`config.mk`:
```
export PLATFORM = sky130hd
export DESIGN_NAME = fp_convert_pipe
export DESIGN_NICKNAME = d
export VERILOG_FILES = /design/src/rtl/fp_conv_pkg.sv /design/src/rtl/fp_lzc.sv /design/src/rtl/fp_convert_pipe.sv
export SDC_FILE = /design/constraint.sdc
export NUM_CORES = 1
export LEC_CHECK = 0
export CAP_MARGIN = 0
export CORE_UTILIZATION = 50
export CTS_CLUSTER_DIAMETER = 150
export DETAILED_ROUTE_END_ITERATION = 8
export PLACE_DENSITY = 0.8
export SYNTH_ARGS = -nofsm -noshare
export SYNTH_HDL_FRONTEND = slang
export SYNTH_HIERARCHICAL = 1
export SYNTH_SLANG_ARGS = --single-unit
```
`constraint.sdc`:
```
create_clock -name clk -period 2.9 [get_ports clk]
set_input_delay 0.435 -clock clk [delete_from_list [all_inputs] [get_ports clk]]
set_output_delay 0.435 -clock clk [all_outputs]
set_load 0.01 [all_outputs]
```
`src/rtl/fp_conv_pkg.sv`:
```
// fp_conv_pkg: shared definitions for the fp_convert_pipe integer-to-float
// converter.
//   DEF_IN_W / DEF_EXP_W / DEF_SIG_W : default widths of the converter
//   exp_max(exp_w)   : largest exponent representable in exp_w bits
//   lz_width(in_w)   : width needed to hold a leading-zero count of 0..in_w
//   fp_payload_t     : S2 -> S3 payload {s, e, f, rnd, stk, sat}. The e and f
//                      fields are sized for the widest supported configuration.
//                      Narrower builds zero-extend into them and read back only
//                      the low bits.
package fp_conv_pkg;

  localparam int DEF_IN_W  = 12;
  localparam int DEF_EXP_W = 3;
  localparam int DEF_SIG_W = 4;

  // Payload field capacity; the top refuses to elaborate beyond these.
  localparam int PL_E_W = 8;
  localparam int PL_F_W = 32;

  function automatic int exp_max(input int exp_w);
    return (1 << exp_w) - 1;
  endfunction

  function automatic int lz_width(input int in_w);
    return $clog2(in_w + 1);
  endfunction

  typedef struct packed {
    logic              s;
    logic [PL_E_W-1:0] e;
    logic [PL_F_W-1:0] f;
    logic              rnd;
    logic              stk;
    logic              sat;
  } fp_payload_t;

  localparam fp_payload_t PAYLOAD_ZERO = '{
    s:   1'b0,
    e:   8'd0,
    f:   32'd0,
    rnd: 1'b0,
    stk: 1'b0,
    sat: 1'b0
  };

endpackage

```
`src/rtl/fp_lzc.sv`:
```
// fp_lzc: combinational leading-zero counter.
//   data : W-bit word to scan from the MSB down
//   lz   : number of zero bits above the most significant one (W when data == 0)
module fp_lzc #(
  parameter int W     = 12,
  parameter int OUT_W = $clog2(W + 1)
) (
  input  logic [W-1:0]     data,
  output logic [OUT_W-1:0] lz
);

  logic found_s;

  // Priority scan from the MSB; the first set bit fixes the count.
  always_comb begin
    lz      = OUT_W'(W);
    found_s = 1'b0;
    for (int i = W - 1; i >= 0; i--) begin
      if (!found_s && data[i]) begin
        lz      = OUT_W'(W - 1 - i);
        found_s = 1'b1;
      end else begin
        found_s = found_s;
      end
    end
  end

endmodule

```
`src/rtl/fp_convert_pipe.sv`:
```
// fp_convert_pipe: three-stage pipelined conversion of a two's-complement
// integer to sign / exponent / significand (value = F * 2^E), rounding to
// nearest and saturating at the top of the exponent range.
//   clk, rst             : clock (rising edge), synchronous active-high reset
//   in_valid/in_ready    : input handshake; in_data is the sample (IN_W bits)
//   out_valid/out_ready  : output handshake
//   out_s/out_e/out_f    : sign, exponent (EXP_W), significand (SIG_W, no hidden bit)
//   out_sat              : result clamped (most-negative input or rounding
//                          overflow at the maximum exponent)
// Build option: define FP_CONVERT_RNE_EN for round-to-nearest-even; the
// default build rounds half-up.
// Stages: S1 sign/magnitude, S2 normalise (shift, round/sticky bits),
// S3 round and output register. Each stage loads when empty or when the stage
// after it loads, so a full pipe streams one word per clock.
module fp_convert_pipe
  import fp_conv_pkg::*;
#(
  parameter int IN_W  = DEF_IN_W,
  parameter int EXP_W = DEF_EXP_W,
  parameter int SIG_W = DEF_SIG_W
) (
  input  logic             clk,
  input  logic             rst,
  input  logic             in_valid,
  output logic             in_ready,
  input  logic [IN_W-1:0]  in_data,
  output logic             out_valid,
  input  logic             out_ready,
  output logic             out_s,
  output logic [EXP_W-1:0] out_e,
  output logic [SIG_W-1:0] out_f,
  output logic             out_sat
);

  localparam int               LZ_W      = lz_width(IN_W);
  localparam logic [LZ_W-1:0]  SH_BASE   = LZ_W'(IN_W - SIG_W);
  localparam logic [EXP_W-1:0] E_MAX     = EXP_W'(exp_max(EXP_W));
  localparam logic [EXP_W-1:0] ONE_EXP   = EXP_W'(1'b1);
  localparam logic [SIG_W-1:0] ONE_SIG   = SIG_W'(1'b1);
  localparam logic [SIG_W-1:0] F_ONES    = {SIG_W{1'b1}};
  localparam logic [SIG_W-1:0] F_HALF    = ONE_SIG << (SIG_W - 1);
  localparam logic [IN_W-1:0]  ONE_IN    = IN_W'(1'b1);
  localparam logic [IN_W-1:0]  MOST_NEG  = ONE_IN << (IN_W - 1);
  localparam logic [IN_W-1:0]  MAG_CLAMP = ~MOST_NEG;

  // The largest shift is IN_W-SIG_W-1 (the magnitude always has a zero MSB),
  // so the exponent field must be able to hold it.
  if (IN_W - SIG_W - 1 > exp_max(EXP_W)) begin : g_exp_range_err
    $error("fp_convert_pipe: IN_W - SIG_W - 1 exceeds EXP_MAX");
  end
  if (EXP_W > PL_E_W || SIG_W > PL_F_W || SIG_W >= IN_W || SIG_W < 2) begin : g_width_err
    $error("fp_convert_pipe: unsupported EXP_W/SIG_W for this IN_W");
  end

  // ---------------- handshake / stall chain ----------------
  logic v1_r, v2_r;
  logic ld1_s, ld2_s, ld3_s;

  assign ld3_s    = out_ready | ~out_valid;
  assign ld2_s    = ~v2_r | ld3_s;
  assign ld1_s    = ~v1_r | ld2_s;
  assign in_ready = ld1_s;

  // ---------------- S1: sign and magnitude ----------------
  logic            sign_s, sat1_s;
  logic [IN_W-1:0] mag_s;
  logic            s1_sign_r, s1_sat_r;
  logic [IN_W-1:0] s1_mag_r;

  // The most-negative input has no positive twin; clamp it and flag saturation.
  always_comb begin
    sign_s = in_data[IN_W-1];
    if (in_data == MOST_NEG) begin
      mag_s  = MAG_CLAMP;
      sat1_s = 1'b1;
    end else if (sign_s) begin
      mag_s  = ~in_data + ONE_IN;
      sat1_s = 1'b0;
    end else begin
      mag_s  = in_data;
      sat1_s = 1'b0;
    end
  end

  // S1 register: captures a new word whenever the stage is free to load.
  always_ff @(posedge clk) begin
    if (rst) begin
      v1_r      <= 1'b0;
      s1_sign_r <= 1'b0;
      s1_sat_r  <= 1'b0;
      s1_mag_r  <= {IN_W{1'b0}};
    end else if (ld1_s) begin
      v1_r <= in_valid;
      if (in_valid) begin
        s1_sign_r <= sign_s;
        s1_sat_r  <= sat1_s;
        s1_mag_r  <= mag_s;
      end
    end
  end

  // ---------------- S2: normalise ----------------
  logic [LZ_W-1:0]  lz_s;
  logic [LZ_W-1:0]  sh_s;
  logic [SIG_W-1:0] f2_s;
  logic             rnd_s, stk_s;
  fp_payload_t      p2_s;
  fp_payload_t      s2_r;

  fp_lzc #(
    .W     (IN_W),
    .OUT_W (LZ_W)
  ) u_lzc (
    .data (s1_mag_r),
    .lz   (lz_s)
  );

  // Right shift that leaves SIG_W significant bits; small magnitudes get no
  // shift (E = 0). rnd is the first bit shifted out, stk the OR of the rest.
  always_comb begin
    if (lz_s >= SH_BASE) begin
      sh_s = {LZ_W{1'b0}};
    end else begin
      sh_s = SH_BASE - lz_s;
    end
    f2_s  = SIG_W'(s1_mag_r >> sh_s);
    rnd_s = 1'b0;
    stk_s = 1'b0;
    for (int i = 0; i < IN_W; i++) begin
      if (i + 1 == int'(sh_s)) begin
        rnd_s = s1_mag_r[i];
      end else if (i + 2 <= int'(sh_s)) begin
        stk_s = stk_s | s1_mag_r[i];
      end else begin
        rnd_s = rnd_s;
      end
    end
    p2_s     = PAYLOAD_ZERO;
    p2_s.s   = s1_sign_r;
    p2_s.e   = PL_E_W'(sh_s);
    p2_s.f   = PL_F_W'(f2_s);
    p2_s.rnd = rnd_s;
    p2_s.stk = stk_s;
    p2_s.sat = s1_sat_r;
  end

  // S2 register: payload handed to the rounding stage.
  always_ff @(posedge clk) begin
    if (rst) begin
      v2_r <= 1'b0;
      s2_r <= PAYLOAD_ZERO;
    end else if (ld2_s) begin
      v2_r <= v1_r;
      if (v1_r) begin
        s2_r <= p2_s;
      end
    end
  end

  // ---------------- S3: round and output register ----------------
  logic [SIG_W-1:0] f_in_s, f3_s;
  logic [EXP_W-1:0] e_in_s, e3_s;
  logic             inc_s, ovf_s;

  // Rounding increment; an all-ones significand renormalises to 1000..0 with
  // E+1, or pins at all-ones/EXP_MAX with saturation when E is already maximal.
  always_comb begin
    f_in_s = s2_r.f[SIG_W-1:0];
    e_in_s = s2_r.e[EXP_W-1:0];
`ifdef FP_CONVERT_RNE_EN
    inc_s  = s2_r.rnd & (s2_r.stk | f_in_s[0]);
`else
    inc_s  = s2_r.rnd;
`endif
    if (!inc_s) begin
      f3_s  = f_in_s;
      e3_s  = e_in_s;
      ovf_s = 1'b0;
    end else if (f_in_s != F_ONES) begin
      f3_s  = f_in_s + ONE_SIG;
      e3_s  = e_in_s;
      ovf_s = 1'b0;
    end else if (e_in_s < E_MAX) begin
      f3_s  = F_HALF;
      e3_s  = e_in_s + ONE_EXP;
      ovf_s = 1'b0;
    end else begin
      f3_s  = F_ONES;
      e3_s  = E_MAX;
      ovf_s = 1'b1;
    end
  end

  // Output register: fields only change when a valid word is loaded, so they
  // stay put while the consumer stalls.
  always_ff @(posedge clk) begin
    if (rst) begin
      out_valid <= 1'b0;
      out_s     <= 1'b0;
      out_e     <= {EXP_W{1'b0}};
      out_f     <= {SIG_W{1'b0}};
      out_sat   <= 1'b0;
    end else if (ld3_s) begin
      out_valid <= v2_r;
      if (v2_r) begin
        out_s   <= s2_r.s;
        out_e   <= e3_s;
        out_f   <= f3_s;
        out_sat <= s2_r.sat | ovf_s;
      end
    end
  end

  // Payload padding bits (and stk in the half-up build) have no consumer;
  // fold them into one sink so they are not mistaken for dropped logic.
  logic unused_s;
  assign unused_s = ^s2_r;

endmodule
```
* Word level (Yosys, flattened, before mapping) *
Cells that the tools add are included.

storage, ports and cells
  register bits = 36
  bits of input ports = 16
  output and inout port bits = 11

cells by class
  $add $sub $neg = 4
  order comparisons = 2
  equality and inequality tests = 14
  shifts and indexed selects = 1
  muxes and demuxes = 48
  bitwise logic cells = 8
  reductions and logical operators = 25

operators by type and width
  operator                                                              count
  4-bit two-way mux                                                     15
  4-bit equality test, first input constant                             8
  1-bit two-way mux                                                     27
  12-bit two-way mux                                                    2
  12-bit by 1-bit adder with 12-bit output, second input constant       1
  12-bit equality test, second input constant                           1
  3-bit by 4-bit equality test with 1-bit output, first input constant  3
  3-bit two-way mux                                                     4
  12-bit inverter                                                       1
  12-bit by 4-bit >> shifter with 4-bit output                          1
  1-bit logical AND                                                     11
  1-bit zero test                                                       11
  2-bit AND reduction                                                   3
  4-bit by 1-bit adder with 4-bit output, second input constant         1
  2-bit by 4-bit equality test with 1-bit output, first input constant  1
  4-bit >= comparator, second input constant                            1
  4-bit != test, second input constant                                  1
  1-bit bitwise OR                                                      4
  4-bit subtractor, first input constant                                1
  3-bit by 1-bit adder with 3-bit output, second input constant         1
  3-bit < comparator, second input constant                             1
  1-bit inverter                                                        3

* Depth between registers and ports, before layout *
Gate-level depths: netlist (run 1).

  word-level depth = 49
  gate-level depth with buffers = 13

* Cells and area by module *
Netlist (run 1), hierarchy kept.

modules (own cells, without submodules)
  module           times used  cells each  area an instance (um2)
  fp_convert_pipe  1           267         2,125.8
  fp_lzc           1           21          140.1

* Least setup slack after synthesis (run 1) *
No wires, ideal clock.

  path type = reg2reg
  start point = reg s1_mag_r[3]
  end point = reg s2_r, in the netlist inc_s
  arrival time = 2.595 ns
  data required time = 2.805 ns
  setup slack = 0.209 ns
  cell stages (with the launch flop) = 14
  clock period less this slack = 2.691 ns
  path through = dfxtp_1 > o21bai_1 > a21oi_1 > o21ai_0 > a221oi_1 > buf_6 > inv_1 > ha_1 > buf_2 > o21bai_1 > a221oi_1 > a2111oi_0 > a21oi_1 > a221oi_1

on the way
  word-level cells in the longest chain between the ends = 26

RTL lines
  element                                                  RTL line                                        source
  start, declared                                          fp_convert_pipe.sv:68                           logic [IN_W-1:0] s1_mag_r;
  start signal, assigned                                   fp_convert_pipe.sv:91                           s1_mag_r <= {IN_W{1'b0}};
  start signal, assigned                                   fp_convert_pipe.sv:97                           s1_mag_r <= mag_s;
  1-bit logical AND (*)                                    fp_lzc.sv:19                                    if (!found_s && data[i]) begin
  1-bit two-way mux                                        fp_lzc.sv:19
  1-bit zero test                                          fp_lzc.sv:19
  1-bit logical AND                                        fp_lzc.sv:19
  1-bit two-way mux                                        fp_lzc.sv:19
  1-bit zero test                                          fp_lzc.sv:19
  1-bit logical AND                                        fp_lzc.sv:19
  1-bit two-way mux                                        fp_lzc.sv:19
  1-bit zero test                                          fp_lzc.sv:19
  1-bit logical AND                                        fp_lzc.sv:19
  4-bit two-way mux (*)                                    fp_lzc.sv:19
  named net lz_s[0]                                        fp_convert_pipe.sv:103                          logic [LZ_W-1:0] lz_s;
  4-bit subtractor or 4-bit >= comparator (tied branches)  fp_convert_pipe.sv:124, fp_convert_pipe.sv:121
  4-bit two-way mux (*)                                    fp_convert_pipe.sv:121                          if (lz_s >= SH_BASE) begin
  2-bit by 4-bit equality test with 1-bit output           fp_convert_pipe.sv:130                          if (i + 1 == int'(sh_s)) begin
  1-bit two-way mux (11 in a row)                          fp_convert_pipe.sv:130
  1-bit two-way mux (*)                                    fp_convert_pipe.sv:130
  end signal, assigned                                     fp_convert_pipe.sv:155                          s2_r <= p2_s;
  end, declared                                            fp_convert_pipe.sv:108                          fp_payload_t s2_r;

The timed path passes the listed nets; every way through them passes the cells marked *.
A chain may end at the register's enable or synchronous reset.

* Worst setup path after layout (run 1) *
  start point = reg s1_mag_r[10]
  end point = reg s2_r, in the netlist inc_s

on the way
  word-level cells in the longest chain between the ends = 47

RTL lines
  element                                                  RTL line
  1-bit logical AND (*)                                    fp_lzc.sv:19
  1-bit two-way mux                                        fp_lzc.sv:19
  1-bit zero test                                          fp_lzc.sv:19
  1-bit logical AND                                        fp_lzc.sv:19
  1-bit two-way mux                                        fp_lzc.sv:19
  1-bit zero test                                          fp_lzc.sv:19
  1-bit logical AND                                        fp_lzc.sv:19
  1-bit two-way mux                                        fp_lzc.sv:19
  [22 not listed]                                          --
  1-bit logical AND                                        fp_lzc.sv:19
  4-bit two-way mux (*)                                    fp_lzc.sv:19
  named net lz_s[1]                                        fp_convert_pipe.sv:103
  4-bit subtractor or 4-bit >= comparator (tied branches)  fp_convert_pipe.sv:124, fp_convert_pipe.sv:121
  4-bit two-way mux (*)                                    fp_convert_pipe.sv:121
  2-bit by 4-bit equality test with 1-bit output           fp_convert_pipe.sv:130
  1-bit two-way mux (11 in a row)                          fp_convert_pipe.sv:130
  1-bit two-way mux (*)                                    fp_convert_pipe.sv:130

Marks and branches as above.

==> out/metrics.csv, run 1 <==
metric,value,unit
Syn Std Cell Area,2270,sq um
"Hold Violations, Final",0,
outcome,"complete, no violations",
CTS tree,yes,
"delay-heaviest family, CP",compound AO/OA/AOI/OAI gates,
average routed wire per standard cell,14.4,microns
antenna violations before repair,0,
Core Footprint,4350,sq um
gr usage total,24.2,%
Hold Path End,out_f[3]$_SDFFE_PP0P_,
total gr overflow,0,
final worst path period share,95.1,%
clock slew at reported path FFs,0.07,ns
FF+latch area,722,sq um
largest family of logic cells by synthesized area,compound AO/OA/AOI/OAI gates,
Die ar.,4810,sq um
Worst Path Buf+Inv,1,
syn nets,308,
pre-CTS setup slack,0.0648,ns
HP Start,out_f[3]$_SDFFE_PP0P_,
WS Path Type,reg2reg,
DRT Pass-1 Iters,4,
Clock Tree Root,clkbuf_8,
Worst EP required,3.06,ns
hold path depth,2,
"Cell Chain, Critical Path",nor4_4 > nand3_2 > o41ai_4 > inv_1 > ha_4 > mux2_2 > a221oi_2 > a2111oi_2 > a21oi_1 > a221oi_1,
mux share of post-synthesis cell area,5.85,%
share of the synthesized area in the top cell type,31.8,%
crit-path max FO,10,
chip height,69.3,microns
Setup WS post-layout,0.142,ns
Clock Skew,0.00555,ns
Post-synth EDFFs,0,
Num CTS Buffers,5,
Synth Area in Simple Gates,22.5,%
Final Net Count,342,
P_leak,1.02,nW
register area share after synthesis,31.8,%
Tmin final,2.76,ns
Final ANT Viol Nets,0,
cell count after synthesis,288,
Clock Latency Late Sink,0.29,ns
DR DRC count,0,
postcts setup bufs,0,
std cell rows,24,
Multi-input gate area,1460,sq um
"top cells by area, synth","dfxtp_1 32%, a21oi_1 6.4%, nor2_1 5.3%",
slowest CP cell,dfxtp_1,
area delta synth->final,22.3,%
worst vdd ir,0.000272,V
Mapped Avg Cell Area,7.87,sq um
Slew Limit Fails,0,
Starting Density,52.0,%
biggest cell delay along the critical path,0.38,ns
# IOs,27,
Crit Reg-Reg Endpoint,inc_s$_SDFFE_PP0P_,
global-route wire length before repair,9.58,mm
DR vias/cell,5.97,
HPWL after detailed placement,3.91,mm
Yosys top cell by area,dfxtp_1,
RePlAce Congestion,0.990,
PD cells,530,nW/um^2
Finished Core Util,63.6,%
antenna fix cells,0,
register bit total from synthesis,36,
Fmax,0.363,GHz
Fillers,378,
Yosys warnings,6,
layout cells sized above 1,12.4,%
CP arrival,2.92,ns
Worst Reg2Reg Path Length in Cells,10,
clk sinks,36,
Post-Synth XOR/XNOR Area,4.64,%
most common cell in the synthesized netlist,dfxtp_1,
distinct cell type count after synthesis,54,
Post-Route WL,5.39,mm
Hold WC Path Type,reg2reg,
Vias,2238,
pin count of the biggest net entering global routing,29,
post-synthesis compound-gate area fraction,27.4,%
most common flop cell mapped by yosys,dfxtp_1,
FF-to-FF Start,s1_mag_r[10]$_SDFFE_PP0P_,
Max Cap Viol,0,
adder-cell share of the synthesized area,2.21,%
Die X,69.3,microns
crit end category,flip-flop,
flop-to-flop setup slack,0.14,ns
ys async rst share,0,%
vias in the first global route,2090,
Detailed Route Iter0 Violations,133,
max_slew headroom,28.8,%
RSZ-0062 raised after global routing,yes,
Worst-Margin Slew,1.06,ns
CTS Buffer Depth,2,
crit start category,flip-flop,
H-tree levels,2,
synth cell count leaders,"36 x dfxtp_1, 32 x nor2_1, 29 x a21oi_1, 29 x nand2_1, 20 x o21ai_0",
Final setup viols,0,
IO Port Bufs,26,
==> cells in the final DEF, fill, tap and decap left out, types with 2 or more instances in the layout <==
cell and instances:
xnor2_1 2, dfxtp_1 35, ha_1 3, nand3_1 6, nor4_1 3, mux2i_1 11, or2_2 2, clkdlybuf4s50_1 26
a32oi_1 2, nor2b_2 2, o31ai_1 3, nand2_1 29, xor2_1 10, o21ai_0 20, nor2b_1 5, a211o_1 2
mux2_2 2, clkbuf_8 6, buf_4 15, a221oi_1 3, inv_1 15, or3_1 2, a21oi_1 29, o21bai_1 2
a31oi_1 2, nor2_1 32, nor3_1 10, o211ai_1 4, a211oi_1 11
==> per-layer routing <==
| metal | part of all wire [%] | wire (microns) | track usage (%) |
|---|---|---|---|
| met5 | 0 | 0 | 0 |
| met4 | 2.6 | 138 | 10.2 |
| met3 | 5.0 | 269 | 4.07 |
| met2 | 47 | 2560 | 38.5 |
| met1 | 45 | 2430 | 32.5 |
==> cells by family after synthesis <==
| group | count (synthesis) |
|---|---|
| AND/OR/NAND/NOR | 103 |
| AO/OA/AOI/OAI | 91 |
| flip-flops | 36 |
| buffers and inverters | 29 |
| multiplexers | 13 |
| XOR/XNOR | 12 |
| adder cells (fa/ha/maj) | 4 |
==> registers in the layout (all words and copies together), names as in the netlist <==
register / count
f_in_s: 4
out_e: 3
s1_sat_r: 1
out_s: 1
v2_r: 1
v1_r: 1
out_f: 4
out_valid: 1
e_in_s: 3
s2_r: 2
s1_mag_r: 12
s1_sign_r: 1
inc_s: 1
out_sat: 1
==> layout make-up <==
class | instances | share of cell area [%]
clock buffers | 7 | 3.12
flip-flops and latches | 36 | 26.1
repair buffers | 41 | 13.5
well taps | 52 | 2.35
multi-input cells | 223 | 52.7
clock inverters | 1 | 0.271
inverters | 15 | 2.03
==> metrics by stage <==
step                instance area (sq um)  setup TNS [ns]  hold WS, ns  total power [mW]  std cells
finish                               2770               0        0.451              1.47        375
floorplan                            2270               0        0.424             0.917        288
global placement                     2630               0        0.440              1.05        367
CTS                                  2730               0        0.456              1.43        375
detailed placement                   2630               0        0.446              1.06        367
global route                         2770         -0.0560        0.484              1.55        375
==> worst min-delay path, stage by stage (launching register included) <==
cell and delay [ns]:
dfxtp_1 0.31, nand2_1 0.05, a21oi_1 0.05
==> report_power, final <==
| part | switching [mW] | internal, mW |
|---|---|---|
| combinational | 0.290 | 0.244 |
| clock | 0.180 | 0.193 |
| sequential | 0.0361 | 0.526 |
| total | 0.506 | 0.963 |
==> worst max path at each step <==
stage                                   start            endpoint  slack (ns)  cells past startpoint
floorplan            s1_mag_r[3]$_SDFFE_PP0P_  inc_s$_SDFFE_PP0P_        0.21                     13
global placement    s1_mag_r[10]$_SDFFE_PP0P_  inc_s$_SDFFE_PP0P_        0.15                     10
detailed placement  s1_mag_r[10]$_SDFFE_PP0P_  inc_s$_SDFFE_PP0P_        0.06                     10
CTS                 s1_mag_r[10]$_SDFFE_PP0P_  inc_s$_SDFFE_PP0P_        0.05                     10
global route        s1_mag_r[10]$_SDFFE_PP0P_  inc_s$_SDFFE_PP0P_       -0.06                     10
finish              s1_mag_r[10]$_SDFFE_PP0P_  inc_s$_SDFFE_PP0P_        0.14                     10
==> what timing repair did <==
action	4_1_cts	5_1_grt
gates resized for setup	0	9
setup endpoints to repair	0	5
hold buffers	0	0
Power figures use the tool's default switching activity.
==> run 2: changes to the inputs <==
--- a/config.mk
+++ b/config.mk
@@ -6,10 +6,12 @@
 export NUM_CORES = 1
 export LEC_CHECK = 0
 export CAP_MARGIN = 0
-export CORE_UTILIZATION = 50
+export CORE_UTILIZATION = 57
 export CTS_CLUSTER_DIAMETER = 150
 export DETAILED_ROUTE_END_ITERATION = 8
-export PLACE_DENSITY = 0.8
+export DONT_BUFFER_PORTS = 1
+export PLACE_DENSITY = 0.79
+export SETUP_SLACK_MARGIN = 0.3
 export SYNTH_ARGS = -nofsm -noshare
 export SYNTH_HDL_FRONTEND = slang
 export SYNTH_HIERARCHICAL = 1
==> run 2 against run 1 <==
Net effect: register-to-register slack worse by 0.02 ns; highest routed layer unchanged; total power up 13%; hold slack worse by 0.25 ns; wire length rose by 28%; critical endpoint unchanged; final cell count fell by 1.1%; cell area up 3.4%; critical path depth increased by 3; die area shrank 12%; first-iteration DRC count increased by 61%.
==> out/metrics.csv, run 2 (synthesis gave the netlist of run 1 again) <==
metric,value,unit
Core Footprint,3740,sq um
outcome,"complete, no violations",
worst vdd ir,0.000364,V
Fillers,275,
IO Port Bufs,0,
clock slew at reported path FFs,0.08,ns
antenna fix cells,0,
power consumption,1.67,mW
gr usage total,28.3,%
Clock Latency Late Sink,0.30,ns
CTS Buffer Depth,2,
average routed wire per standard cell,18.6,microns
Multi-input gate area,1570,sq um
max_slew headroom,44.0,%
Finished Core Util,76.5,%
Num CTS Buffers,5,
pin count of the biggest net entering global routing,29,
Setup WS post-layout,0.121,ns
Detailed Route Iter0 Violations,214,
std cell rows,22,
layout cells sized above 1,28.5,%
area delta synth->final,26.4,%
CTS Hold Bufs,0,
number of flip-flops in the largest register,12,
CP arrival,3.00,ns
Clock Skew,0.00854,ns
Starting Density,60.5,%
placed cell areas,2440,sq um
total gr overflow,0,
Slew Limit Fails,0,
Die ar.,4230,sq um
Vias,2418,
crit-path max FO,7,
setup TNS,0,ns
"commonest cells after routing, fill and taps aside","35 x buf_4, 31 x nor2_1, 29 x nand2_1, 28 x a21oi_1, 27 x dfxtp_1",
final hold slack,0.197,ns
FF+latch area,742,sq um
PD cells,582,nW/um^2
chip height,65.1,microns
DR vias/cell,6.52,
"Hold Violations, Final",0,
clk sinks,36,
DRT Pass-1 Iters,7,
P_leak,1.08,nW
Worst-Margin Slew,0.841,ns
WS Path Type,reg2reg,
Final setup viols,0,
placed cells,337,
Post-Route WL,6.92,mm
Die X,65.1,microns
H-tree levels,2,
crit start category,flip-flop,
"most common cell after layout, fill and taps aside",buf_4,
antenna violations before repair,0,
Final Net Count,342,
Final ANT Viol Nets,0,
Tmin final,2.78,ns
final worst path period share,95.8,%
Worst EP required,3.12,ns
vias in the first global route,1962,
RSZ-0062 raised after global routing,yes,
HPWL after detailed placement,3.89,mm
largest register by flop count,s1_mag_r,
Fmax,0.360,GHz
Max Cap Viol,0,
Hold WC Path Type,in2reg,
DR DRC count,0,
CTS tree,yes,
RePlAce Congestion,0.884,
fin area,2860,sq um
# IOs,27,
CP Launch Point,s1_mag_r[9]$_SDFFE_PP0P_,
global-route wire length before repair,9.21,mm
Clock Tree Root,clkbuf_8,
FF-to-FF Start,s1_mag_r[9]$_SDFFE_PP0P_,
pre-CTS setup slack,0.120,ns
crit end category,flip-flop,
HP Start,rst,
fin cells,371,
[run 2: changes by cell type in the layout (fill, tap and decap cells not counted), moves of 2 or more]
cell             change
a221oi_1             -2
a221oi_2             +2
buf_4               +20
buf_6                +4
clkdlybuf4s50_1     -26
dfxtp_1              -8
dfxtp_2              +4
dfxtp_4              +4
inv_1                -2
mux2i_1              -2
nor3_1               -3
nor3_2               +3
o21ai_0              -5
o21ai_1              +4
[run 2: critical path, stage by stage, from the launching register on]
cell       delay [ns]
dfxtp_4          0.37
nor4_4           0.31
nand3_2          0.18
nor3_2           0.23
a221oi_2         0.10
buf_4            0.15
inv_4            0.06
ha_4             0.22
buf_6            0.13
nor2b_1          0.13
o21ai_1          0.10
a2111oi_2        0.38
a21oi_1          0.10
a221oi_2         0.24
[run 2: layout make-up]
type / instances / share of cell area [%]
inverter: 15 / 2.05
timing repair buffer: 41 / 12.1
sequential: 36 / 25.9
tap: 48 / 2.10
clock buffer: 7 / 2.66
multi-input combinational: 223 / 54.8
clock inverter: 1 / 0.306
[run 2: per-layer routing]
metal | wire length [microns] | GRT usage, % | vias to the layer above
met5 | 0 | 0 | -
met4 | 342 | 12.8 | 0
li1 | - | - | 1115
met1 | 2780 | 35.7 | 1138
met3 | 430 | 6.51 | 40
met2 | 3370 | 45.4 | 125
[run 2: final timing paths]
check / endpoint / slack, ns / cells past startpoint
worst max-delay path: inc_s$_SDFFE_PP0P_ / 0.12 / 13
worst min-delay path: s2_r[0]$_SDFFE_PP0P_ / 0.20 / 1
worst max register to register: inc_s$_SDFFE_PP0P_ / 0.12 / 13
worst min register to register: out_s$_SDFFE_PP0P_ / 0.45 / 2
[run 2: repair_timing]
| item | 4_1_cts | 5_1_grt |
|---|---|---|
| pin swaps | 7 | 21 |
| gates resized for setup | 6 | 34 |
| setup buffers | 7 | 18 |
| gates cloned | 0 | 1 |
| setup endpoints to repair | 5 | 6 |
[run 2: power by group]
group	leakage (nW)	switching (mW)	internal, mW
sequential	0.300	0.0415	0.526
combinational	0.740	0.375	0.354
clock	0.0424	0.198	0.172
==> run 3: changes to the inputs <==
--- a/config.mk
+++ b/config.mk
@@ -6,11 +6,12 @@
 export NUM_CORES = 1
 export LEC_CHECK = 0
 export CAP_MARGIN = 0
+export CORE_MARGIN = 1
 export CORE_UTILIZATION = 57
 export CTS_CLUSTER_DIAMETER = 150
 export DETAILED_ROUTE_END_ITERATION = 8
 export DONT_BUFFER_PORTS = 1
-export PLACE_DENSITY = 0.79
+export PLACE_DENSITY = 0.75
 export SETUP_SLACK_MARGIN = 0.3
 export SYNTH_ARGS = -nofsm -noshare
 export SYNTH_HDL_FRONTEND = slang
==> run 3 against run 2 <==
Net effect: critical path depth is 3 lower; final cell count shrank 4.0%; largest power group unchanged; clock skew rose by 0.0052 ns; fmax grew 8.2%; sequential share of layout area up 1.2 points; core utilization is 3.1 points lower; sequential power about the same; sequential cell count unchanged; cell area fell by 4.1%; hold slack better by 0.0047 ns; combinational power shrank 13%; critical endpoint unchanged.
==> out/metrics.csv, run 3 (synthesis gave the netlist of run 1 again) <==
metric,value,unit
outcome,"complete, no violations",
DR vias/cell,6.26,
Clock Tree Root,clkbuf_8,
CTS Buffer Depth,2,
Starting Density,60.5,%
pin count of the biggest net entering global routing,29,
average routed wire per standard cell,15.8,microns
worst vdd ir,0.000346,V
area delta synth->final,21.2,%
P_leak,1.02,nW
Vias,2227,
crit end category,flip-flop,
IO Port Bufs,0,
RePlAce Congestion,0.916,
"Cell Chain, Critical Path",nor4_4 > nand3_2 > o41ai_4 > inv_1 > ha_4 > nor2b_4 > a221oi_2 > a2111oi_2 > a21oi_1 > a221oi_2,
global-route wire length before repair,9.09,mm
RSZ-0062 raised after global routing,yes,
slowest CP cell,a2111oi_2,
Num CTS Buffers,5,
chip height,65.1,microns
CTS tree,yes,
max_slew headroom,45.4,%
"Hold Violations, Final",0,
"most common cell after layout, fill and taps aside",nor2_1,
Die X,65.1,microns
DRT Pass-1 Iters,4,
std cell rows,22,
Post-Route WL,5.62,mm
Clock Latency Late Sink,0.29,ns
DR DRC count,0,
layout cells sized above 1,25.3,%
PD cells,576,nW/um^2
CP arrival,2.78,ns
WS Path Type,reg2reg,
Clock Skew,0.0137,ns
"commonest cells after routing, fill and taps aside","32 x nor2_1, 29 x nand2_1, 28 x a21oi_1, 26 x dfxtp_1, 23 x buf_4",
final worst path period share,88.5,%
biggest cell delay along the critical path,0.38,ns
final hold slack,0.202,ns
Finished Core Util,73.4,%
gr usage total,27.7,%
# IOs,27,
number of flip-flops in the largest register,12,
Final Net Count,327,
fin area,2750,sq um
Core Footprint,3740,sq um
Tmin final,2.57,ns
CP most frequent cell,a221oi_2,
crit-path max FO,7,
Detailed Route Iter0 Violations,197,
clk sinks,36,
setup TNS,0,ns
Die ar.,4230,sq um
Worst EP required,3.11,ns
total gr overflow,0,
Final setup viols,0,
H-tree levels,2,
Slew Limit Fails,0,
antenna violations before repair,0,
Max Cap Viol,0,
vias in the first global route,1992,
antenna fix cells,0,
Fmax,0.389,GHz
power consumption,1.58,mW
Final ANT Viol Nets,0,
Hold WC Path Type,in2reg,
placed cell areas,2410,sq um
clock slew at reported path FFs,0.08,ns
crit start category,flip-flop,
Worst-Margin Slew,0.819,ns
largest register by flop count,s1_mag_r,
HPWL after detailed placement,3.72,mm
run 3: changes by cell type in the layout (fill, tap and decap cells not counted), sizes merged:
cell    previous run  this run
buf               40        26
clkinv             1         0
inv               15        16
clkbuf             8         7
run 3: layout make-up:
cell class / instances / area [sq um]
Tap cell: 48 / 60.1
Clock inverter: 1 / 6.26
Fill cell: 301 / 997
Sequential cell: 36 / 743
Inverter: 15 / 58.8
Timing Repair Buffer: 26 / 215
Clock buffer: 7 / 86.3
Multi-Input combinational cell: 223 / 1580
run 3: critical path, delay by kind of cell, from the launching register on:
| family | cells | cell delay (ns) |
|---|---|---|
| AOI/OAI and AO/OA | 5 | 1.03 |
| DFF | 1 | 0.35 |
| and+or+nand+nor | 3 | 0.67 |
| buffers and inverters | 1 | 0.12 |
| adders and majority gates | 1 | 0.34 |
run 3: path summary, 6_finish.rpt:
check	depth (start not counted)	start	slack (ns)	end
min reg2reg	2	s1_sat_r$_SDFFE_PP0P_	0.43	s2_r[0]$_SDFFE_PP0P_
max reg2reg	10	s1_mag_r[11]$_SDFFE_PP0P_	0.33	inc_s$_SDFFE_PP0P_
min	1	rst	0.20	out_valid$_SDFFE_PP0P_
max	10	s1_mag_r[11]$_SDFFE_PP0P_	0.33	inc_s$_SDFFE_PP0P_
run 3: layer usage:
layer / up-vias / routed length, microns / global-route usage (%) / part of all wire [%]
met5: - / 0 / 0 / 0
met4: 0 / 167 / 11.1 / 3.0
met3: 16 / 264 / 4.75 / 4.7
met2: 68 / 2660 / 44.5 / 47
met1: 1061 / 2530 / 36.4 / 45
li1: 1082 / - / - / -
run 3: power by group:
| part | switching (mW) | internal [mW] |
|---|---|---|
| Clock | 0.185 | 0.194 |
| Sequential | 0.0411 | 0.526 |
| Combinational | 0.329 | 0.306 |
| Total | 0.555 | 1.03 |
run 3: what timing repair did:
item,CTS,global route
setup buffers,13,3
pin swaps,10,12
hold buffers,0,0
cloned,0,0
setup endpoints to repair,4,5
gates resized for setup,9,26
run 3: through the flow:
stage | std cells | worst slack, ns
after floorplan | 288 | 0.298
after global placement | 332 | 0.234
after CTS | 353 | 0.248
after detailed placement | 332 | 0.169
final | 356 | 0.332
after global routing | 356 | 0.171
